## config.mk

```make
export PLATFORM = sky130hd
export DESIGN_NAME = slave_port
export DESIGN_NICKNAME = d
export VERILOG_FILES = /design/src/rtl/slave_port_pkg.sv /design/src/rtl/slave_port_shift.sv /design/src/rtl/slave_port.sv
export SDC_FILE = /design/constraint.sdc
export NUM_CORES = 1
export LEC_CHECK = 0
export CAP_MARGIN = 20
export CORE_MARGIN = 10
export CORE_UTILIZATION = 49
export DETAILED_ROUTE_END_ITERATION = 6
export GPL_ROUTABILITY_DRIVEN = 0
export MAX_ROUTING_LAYER = met4
export PLACE_DENSITY = 0.75
export SLEW_MARGIN = 20
export SYNTH_ARGS = -nofsm -noshare
export SYNTH_HDL_FRONTEND = slang
export SYNTH_SLANG_ARGS = --single-unit
```

## constraint.sdc

```tcl
create_clock -name clk -period 2.2 [get_ports clk]
set_input_delay 0.22 -clock clk [delete_from_list [all_inputs] [get_ports clk]]
set_output_delay 0.22 -clock clk [all_outputs]
set_load 0.01 [all_outputs]
```

## src/rtl/slave_port_pkg.sv

```systemverilog
// Shared bus package: master/slave port constants, slave FSM encoding and
// the address range helper used by the slave port.
package slave_port_pkg;

  localparam int MP_SEL_WIDTH  = 4;
  localparam int SP_ADDR_WIDTH = 12;
  localparam int SP_DATA_WIDTH = 8;
  localparam int SP_MEM_SIZE   = 4096;
  localparam int MP_ADDR_WIDTH = MP_SEL_WIDTH + SP_ADDR_WIDTH;

  typedef enum logic [2:0] {
    SP_IDLE    = 3'd0,
    SP_ADDR    = 3'd1,
    SP_WDATA   = 3'd2,
    SP_WRITE   = 3'd3,
    SP_RD_REQ  = 3'd4,
    SP_RD_WAIT = 3'd5,
    SP_RDATA   = 3'd6
  } sp_state_e;

  function automatic logic sp_in_range(input logic [31:0] addr,
                                       input logic [31:0] mem_size);
    return (addr < mem_size);
  endfunction

endpackage

```

## src/rtl/slave_port_shift.sv

```systemverilog
// LSB-first shift register: serial-in/parallel-out and parallel-in/serial-out
// with a count of bits shifted since the last load or restart.
module slave_port_shift #(
  parameter  int WIDTH = 8,
  localparam int CW    = $clog2(WIDTH + 1)
) (
  input  logic             clk,
  input  logic             rstn,
  input  logic             i_restart,
  input  logic             i_shift,
  input  logic             i_bit,
  input  logic             i_load,
  input  logic [WIDTH-1:0] i_load_data,
  output logic [WIDTH-1:0] o_shifted,
  output logic             o_last
);

  logic [WIDTH-1:0] r_data;
  logic [CW-1:0]    r_count;
  logic [WIDTH-1:0] w_base;
  logic [CW-1:0]    w_count_base;

  // o_shifted is the register contents after this cycle's shift, so the
  // parent can capture a completed word on the same edge as its last bit.
  always_comb begin
    w_base       = i_restart ? '0 : r_data;
    w_count_base = i_restart ? '0 : r_count;
    o_shifted    = w_base >> 1;
    o_shifted[WIDTH-1] = i_bit;
  end

  assign o_last = (w_count_base == CW'(WIDTH - 1));

  always_ff @(posedge clk or negedge rstn) begin
    if (!rstn) begin
      r_data  <= '0;
      r_count <= '0;
    end else if (i_load) begin
      r_data  <= i_load_data;
      r_count <= '0;
    end else if (i_shift) begin
      r_data  <= o_shifted;
      r_count <= w_count_base + CW'(1);
    end
  end

endmodule

```

## src/rtl/slave_port.sv

```systemverilog
// Serial slave port: LSB-first address/data frames mapped onto a synchronous memory.
// Define SLAVE_PORT_ABORT_EN to make mvalid=0 during ADDR/WDATA abort the frame.
//
// state      | meaning
// IDLE       | sready=1, waiting for first address bit
// ADDR       | shifting in remaining address bits
// WDATA      | shifting in write data bits
// WRITE      | mem_wen pulse (suppressed when out of range)
// RD_REQ     | mem_ren pulse (suppressed when out of range)
// RD_WAIT    | memory read latency, capture mem_rdata
// RDATA      | shifting out read data, svalid=1
module slave_port
  import slave_port_pkg::*;
#(
  parameter int ADDR_WIDTH = SP_ADDR_WIDTH,
  parameter int DATA_WIDTH = SP_DATA_WIDTH,
  parameter int MEM_SIZE   = SP_MEM_SIZE
) (
  input  logic                  clk,
  input  logic                  rstn,
  input  logic                  swdata,
  input  logic                  smode,
  input  logic                  mvalid,
  output logic                  srdata,
  output logic                  svalid,
  output logic                  sready,
  output logic [ADDR_WIDTH-1:0] mem_addr,
  output logic [DATA_WIDTH-1:0] mem_wdata,
  output logic                  mem_wen,
  output logic                  mem_ren,
  input  logic [DATA_WIDTH-1:0] mem_rdata
);

`ifdef SLAVE_PORT_ABORT_EN
  localparam bit ABORT_EN = 1'b1;
`else
  localparam bit ABORT_EN = 1'b0;
`endif

  sp_state_e             r_state;
  logic                  r_mode;
  logic                  r_in_range;
  logic                  r_srdata;
  logic                  r_svalid;
  logic                  r_sready;
  logic                  r_mem_wen;
  logic                  r_mem_ren;
  logic [ADDR_WIDTH-1:0] r_mem_addr;
  logic [DATA_WIDTH-1:0] r_mem_wdata;

  logic                  w_addr_shift;
  logic                  w_addr_restart;
  logic                  w_addr_last;
  logic                  w_addr_done;
  logic                  w_addr_ok;
  logic                  w_mode;
  logic [ADDR_WIDTH-1:0] w_addr_next;
  logic                  w_data_shift;
  logic                  w_data_load;
  logic                  w_data_last;
  logic [DATA_WIDTH-1:0] w_data_load_val;
  logic [DATA_WIDTH-1:0] w_data_next;

  always_comb begin
    w_addr_restart  = (r_state == SP_IDLE);
    w_addr_shift    = mvalid && ((r_state == SP_IDLE) || (r_state == SP_ADDR));
    w_addr_done     = w_addr_shift && w_addr_last;
    w_mode          = (r_state == SP_IDLE) ? smode : r_mode;
    w_addr_ok       = sp_in_range(32'(w_addr_next), 32'(MEM_SIZE));
    w_data_load     = (w_addr_done && w_mode) || (r_state == SP_RD_WAIT);
    w_data_load_val = ((r_state == SP_RD_WAIT) && r_in_range) ? mem_rdata : '0;
    w_data_shift    = ((r_state == SP_WDATA) && mvalid) || (r_state == SP_RDATA);
  end

  slave_port_shift #(.WIDTH(ADDR_WIDTH)) u_addr_sr (
    .clk         (clk),
    .rstn        (rstn),
    .i_restart   (w_addr_restart),
    .i_shift     (w_addr_shift),
    .i_bit       (swdata),
    .i_load      (1'b0),
    .i_load_data ('0),
    .o_shifted   (w_addr_next),
    .o_last      (w_addr_last)
  );

  slave_port_shift #(.WIDTH(DATA_WIDTH)) u_data_sr (
    .clk         (clk),
    .rstn        (rstn),
    .i_restart   (1'b0),
    .i_shift     (w_data_shift),
    .i_bit       (swdata),
    .i_load      (w_data_load),
    .i_load_data (w_data_load_val),
    .o_shifted   (w_data_next),
    .o_last      (w_data_last)
  );

  always_ff @(posedge clk or negedge rstn) begin
    if (!rstn) begin
      r_state     <= SP_IDLE;
      r_mode      <= 1'b0;
      r_in_range  <= 1'b0;
      r_srdata    <= 1'b0;
      r_svalid    <= 1'b0;
      r_sready    <= 1'b1;
      r_mem_wen   <= 1'b0;
      r_mem_ren   <= 1'b0;
      r_mem_addr  <= '0;
      r_mem_wdata <= '0;
    end else begin
      case (r_state)
        SP_IDLE: begin
          if (mvalid) begin
            r_mode   <= smode;
            r_sready <= 1'b0;
            r_state  <= SP_ADDR;
          end
        end
        SP_ADDR: begin
          if (!mvalid && ABORT_EN) begin
            r_state  <= SP_IDLE;
            r_sready <= 1'b1;
          end
        end
        SP_WDATA: begin
          if (mvalid) begin
            if (w_data_last) begin
              r_mem_wdata <= w_data_next;
              r_mem_wen   <= r_in_range;
              r_state     <= SP_WRITE;
            end
          end else if (ABORT_EN) begin
            r_state  <= SP_IDLE;
            r_sready <= 1'b1;
          end
        end
        SP_WRITE: begin
          r_mem_wen <= 1'b0;
          r_sready  <= 1'b1;
          r_state   <= SP_IDLE;
        end
        SP_RD_REQ: begin
          r_mem_ren <= 1'b0;
          r_state   <= SP_RD_WAIT;
        end
        SP_RD_WAIT: begin
          r_srdata <= r_in_range & mem_rdata[0];
          r_svalid <= 1'b1;
          r_state  <= SP_RDATA;
        end
        SP_RDATA: begin
          if (w_data_last) begin
            r_srdata <= 1'b0;
            r_svalid <= 1'b0;
            r_sready <= 1'b1;
            r_state  <= SP_IDLE;
          end else begin
            r_srdata <= w_data_next[0];
          end
        end
        default: begin
          r_srdata  <= 1'b0;
          r_svalid  <= 1'b0;
          r_mem_wen <= 1'b0;
          r_mem_ren <= 1'b0;
          r_sready  <= 1'b1;
          r_state   <= SP_IDLE;
        end
      endcase

      // Address completion can happen from IDLE (1-bit address) or ADDR.
      if (w_addr_done) begin
        r_mem_addr <= w_addr_next;
        r_in_range <= w_addr_ok;
        if (w_mode) begin
          r_state <= SP_WDATA;
        end else begin
          r_mem_ren <= w_addr_ok;
          r_state   <= SP_RD_REQ;
        end
      end
    end
  end

  assign srdata    = r_srdata;
  assign svalid    = r_svalid;
  assign sready    = r_sready;
  assign mem_addr  = r_mem_addr;
  assign mem_wdata = r_mem_wdata;
  assign mem_wen   = r_mem_wen;
  assign mem_ren   = r_mem_ren;

endmodule
```

==> results of run 1 <==
## metrics by stage
| stage | total power, mW | worst slack (ns) | cell area (µm²) | util [%] | std cells |
|---|---|---|---|---|---|
| 5_1_grt | 2.62 | 0.00862 | 3230 | 62.9 | 355 |
| 3_3_place_gp | 1.78 | 0.0915 | 3100 | 60.4 | 346 |
| 4_1_cts | 2.49 | 0.0817 | 3230 | 62.8 | 355 |
| 2_1_floorplan | 1.59 | 0.0386 | 2630 | - | 241 |
| 6_report | 2.46 | 0.120 | 3230 | 62.9 | 355 |
| 3_5_place_dp | 1.79 | 0.0805 | 3100 | 60.4 | 346 |
## cell usage in the layout (no fill, tap or decap), types with 2 or more instances in the layout
cell / instances
nand2b_1: 4
mux2i_1: 4
buf_4: 12
ha_1: 5
clkbuf_8: 5
o21ai_0: 14
nand4_1: 2
nor2_1: 9
o221ai_1: 7
dfrtp_1: 54
a22o_1: 10
o21ai_1: 7
and3_1: 2
a21oi_1: 7
inv_1: 7
o21bai_1: 2
nor2b_1: 6
clkdlybuf4s50_1: 36
o32ai_1: 2
and2_1: 2
mux2_2: 13
nand2_1: 37
nand3_1: 3
a2bb2oi_1: 7
xor2_1: 2
## worst max-delay path: cells and delay by family, from the launching register on
kind | cells | cell delay [ns]
compound gates | 2 | 0.60
simple gates | 2 | 0.57
flops | 1 | 0.37
buf+inv | 2 | 0.24
fa+ha+maj | 1 | 0.21
## synthesized netlist by cell type, drive strengths merged (2+ instances only)
| master | number |
|---|---|
| and3 | 2 |
| a21oi | 7 |
| o221ai | 7 |
| nand2b | 4 |
| and2 | 2 |
| o21bai | 2 |
| mux2 | 13 |
| xor2 | 2 |
| a2bb2oi | 7 |
| nand2 | 37 |
| nand4 | 2 |
| inv | 7 |
| nor2 | 9 |
| ha | 6 |
| nand3 | 3 |
| mux2i | 5 |
| o32ai | 2 |
| buf | 7 |
| clkbuf | 8 |
| dfrtp | 55 |
| o21ai | 21 |
| a22o | 10 |
| nor2b | 6 |
## power groups by stage
stage | combinational (mW) | sequential (mW) | clock (mW)
2_1_floorplan | 0.402 | 1.18 | 0
5_1_grt | 0.693 | 1.17 | 0.753
4_1_cts | 0.620 | 1.16 | 0.713
6_report | 0.615 | 1.16 | 0.689
3_3_place_gp | 0.606 | 1.18 | 0
3_5_place_dp | 0.613 | 1.18 | 0
## state kept, by name, indices dropped and copies added (netlist names)
register / count
u_addr_sr.r_count: 4
mem_wdata: 8
r_mode: 1
mem_addr: 12
u_addr_sr.r_data: 11
sready: 1
srdata: 1
mem_wen: 1
r_state: 3
r_in_range: 1
svalid: 1
u_data_sr.r_count: 4
u_data_sr.r_data: 7
mem_ren: 1
## logic make-up (layout without fill, tap and decap cells)
kind of cell,after synthesis,count (layout),share of synthesized area [%]
AO/OA/AOI/OAI,65,65,17.5
XOR/XNOR,3,3,1.00
adder cells (fa/ha/maj),6,6,2.87
buffers and inverters,22,66,3.54
flip-flops,56,56,53.6
multiplexers,18,18,7.99
AND/OR/NAND/NOR,71,71,13.4
## layout make-up
type,instances,share of cell area (%)
clock buffer,5,2.13
clock inverter,3,1.43
inverter,7,0.813
multi-input combinational,163,34.7
sequential,56,43.4
tap,70,2.71
timing repair buffer,51,14.8
## worst max-delay path by stage
stage / from / end / slack (ns) / cells past startpoint
2_1_floorplan: r_state[0] / u_data_sr.r_data[1] / 0.04 / 11
3_3_place_gp: mvalid / mem_wdata[7] / 0.09 / 4
3_5_place_dp: mvalid / mem_wdata[5] / 0.08 / 4
4_1_cts: r_state[0] / mem_addr[11] / 0.08 / 8
5_1_grt: r_state[0] / u_data_sr.r_data[7] / 0.009 / 7
6_report: r_state[0] / u_data_sr.r_data[2] / 0.12 / 7
## routing by layer
metal / GRT usage, % / up-vias / routed length (µm)
met1: 17.3 / 933 / 2600
met4: 3.21 / 0 / 33
met5: - / - / 0
li1: - / 944 / -
met2: 20.9 / 47 / 2510
met3: 3.84 / 4 / 296
## repair_timing
item / 4_1_cts / 5_1_grt
gates resized for setup: 0 / 1
hold endpoints to repair: 18 / 0
setup endpoints to repair: 0 / 1
hold buffers: 1 / 0
==> results.json, run 1 <==
{
  "synth.ff_latch_count": 56,
  "worstMarginPinSlew_ns": 0.661,
  "asyncSetResetFlopFracSynth_pct": 100,
  "tritoncts": "built",
  "filler_cell_count": 442,
  "drt.antenna.violating_nets": 0,
  "initial_antenna_violation_count": 0,
  "finalHoldWorstSlack_ns": 0.387,
  "std_cell_rows": 26,
  "reg2reg_depth": 7,
  "maximum_number_of_pins_on_one_net_before_global_route_repair": 25,
  "via_count_of_the_first_global_routing_pass": 1949,
  "clock_tree_skew_after_final_layout_ns": 0.00704,
  "maximum_capacitance_violations": 0,
  "sequential_cell_fraction_of_total_power_pct": 47.1,
  "internal-power_mw": 1.73,
  "detailedRoute.firstIterationViolations": 169,
  "synth_cell_types": 44,
  "tritoncts_num_sinks": 56,
  "dp_hpwl_mm": 3.94,
  "num_antenna_cells": 0,
  "finalMaxSlewViolations": 0,
  "synth_top_flop_cell": "dfrtp_1",
  "layout.nets": 303,
  "port_buffers": 37,
  "combinationalPowerShare_pct": 25.0,
  "synth-edff-count": 0,
  "synth.area.top_cells": "dfrtp_1 53%, mux2_2 5.6%, nand2_1 5.3%, a22o_1 3.3%, ha_1 2.9%",
  "post_cts_repair_setup_buffers": 0,
  "unrepaired_setup_endpoints_after_global_routing": "no",
  "critical-path-max-stage-delay_ns": 0.40,
  "detail_route.vias_per_cell": 5.43,
  "dr.pass1.iters": 4,
  "dr_total_vias": 1928,
  "die_y_um": 93.1,
  "rrSetupSlack_ns": 0.12,
  "setup-violations-final": 0,
  "core-area_um2": 5140,
  "wl_mm": 5.44,
  "synth_nets": 260,
  "worst_setup_hold_path_clk_slew_ns": 0.10,
  "synth.yosys.seq_area_share_pct": 53.6,
  "power.leakage_nw": 1.46,
  "portion_of_synthesized_cell_area_occupied_by_the_leading_cell_type_pct": 52.6,
  "switching_power_mw": 0.734,
  "die_ar_um2": 8660,
  "routedWlPerCell_um": 15.3,
  "crit_path_top_delay_cell": "o211ai_2",
  "postSynthAreaPerCell_um2": 10.9,
  "synthesis.yosys.warnings": 0,
  "synth_top_area_cell": "dfrtp_1",
  "timing.final.crit_share_pct": 94.5,
  "netlist_area_um2": 2620,
  "tritoncts.num_buffers": 5,
  "starting_density_of_the_core_pct": 50.9,
  "p_per_area_nw_per_um2": 762,
  "syn_to_final_growth_pct": 23.6,
  "gr-usage-all-layers_pct": 13.5,
  "holdCritPathClass": "input port to async pin",
  "status": "completed",
  "timing.slew.headroom_pct": 55.7,
  "critPathCaptureType": "flop",
  "grt_first_pass_wirelength_mm": 9.49,
  "design.portCount": 38,
  "cts-root-to-sink-buffers": 2,
  "clock_insertion_delay_worst_skew_ns": 0.31,
  "hold_viol": 0,
  "maximum_vdd_ir_drop_mv": 0.529,
  "cell_by_cell_trace_of_the_critical_path": "inv_1 > ha_1 > buf_4 > and4bb_2 > nand4b_4 > o211ai_2 > a2bb2oi_1",
  "multiInputGateArea_um2": 1120,
  "path_class": "flop to flop",
  "htree_num_levels": 2,
  "fin_tns_setup_ns": 0,
  "syn_inst": 241,
  "root_buffer": "clkbuf_8",
  "r2r_end": "u_data_sr.r_data[2]",
  "die_wd_um": 93.1,
  "achievable-frequency_mhz": 481,
  "critical_path.reg2reg.startpoint": "r_state[0]",
  "drc": 0,
  "critical_path_required_ns": 2.44,
  "timing.critical_path.from_type": "flop",
  "worstPathMaxFanout": 14,
  "final_period_minus_worst_setup_slack_ns": 2.08,
  "drive_above_1_share_pct": 14.7,
  "ff_latch_area_um2": 1400,
  "worstPathArrival_ns": 2.32,
  "p_sw_share_pct": 29.8,
  "gr-total-overflow": 0,
  "power.share.clock_pct": 28.0
}
Note: power is estimated with default switching activity, not from simulation.
==> run 2: changes to the inputs <==
Settings changed: HOLD_SLACK_MARGIN from default to 0.08.
==> results of run 2 <==
Same layout as run 1: the final DEF is identical, and so are final timing and power.
==> run 3: changes to the inputs <==
Settings changed: CAP_MARGIN 20 to default.
==> results of run 3 <==
Same layout as run 1: the final DEF is identical, and so are final timing and power.
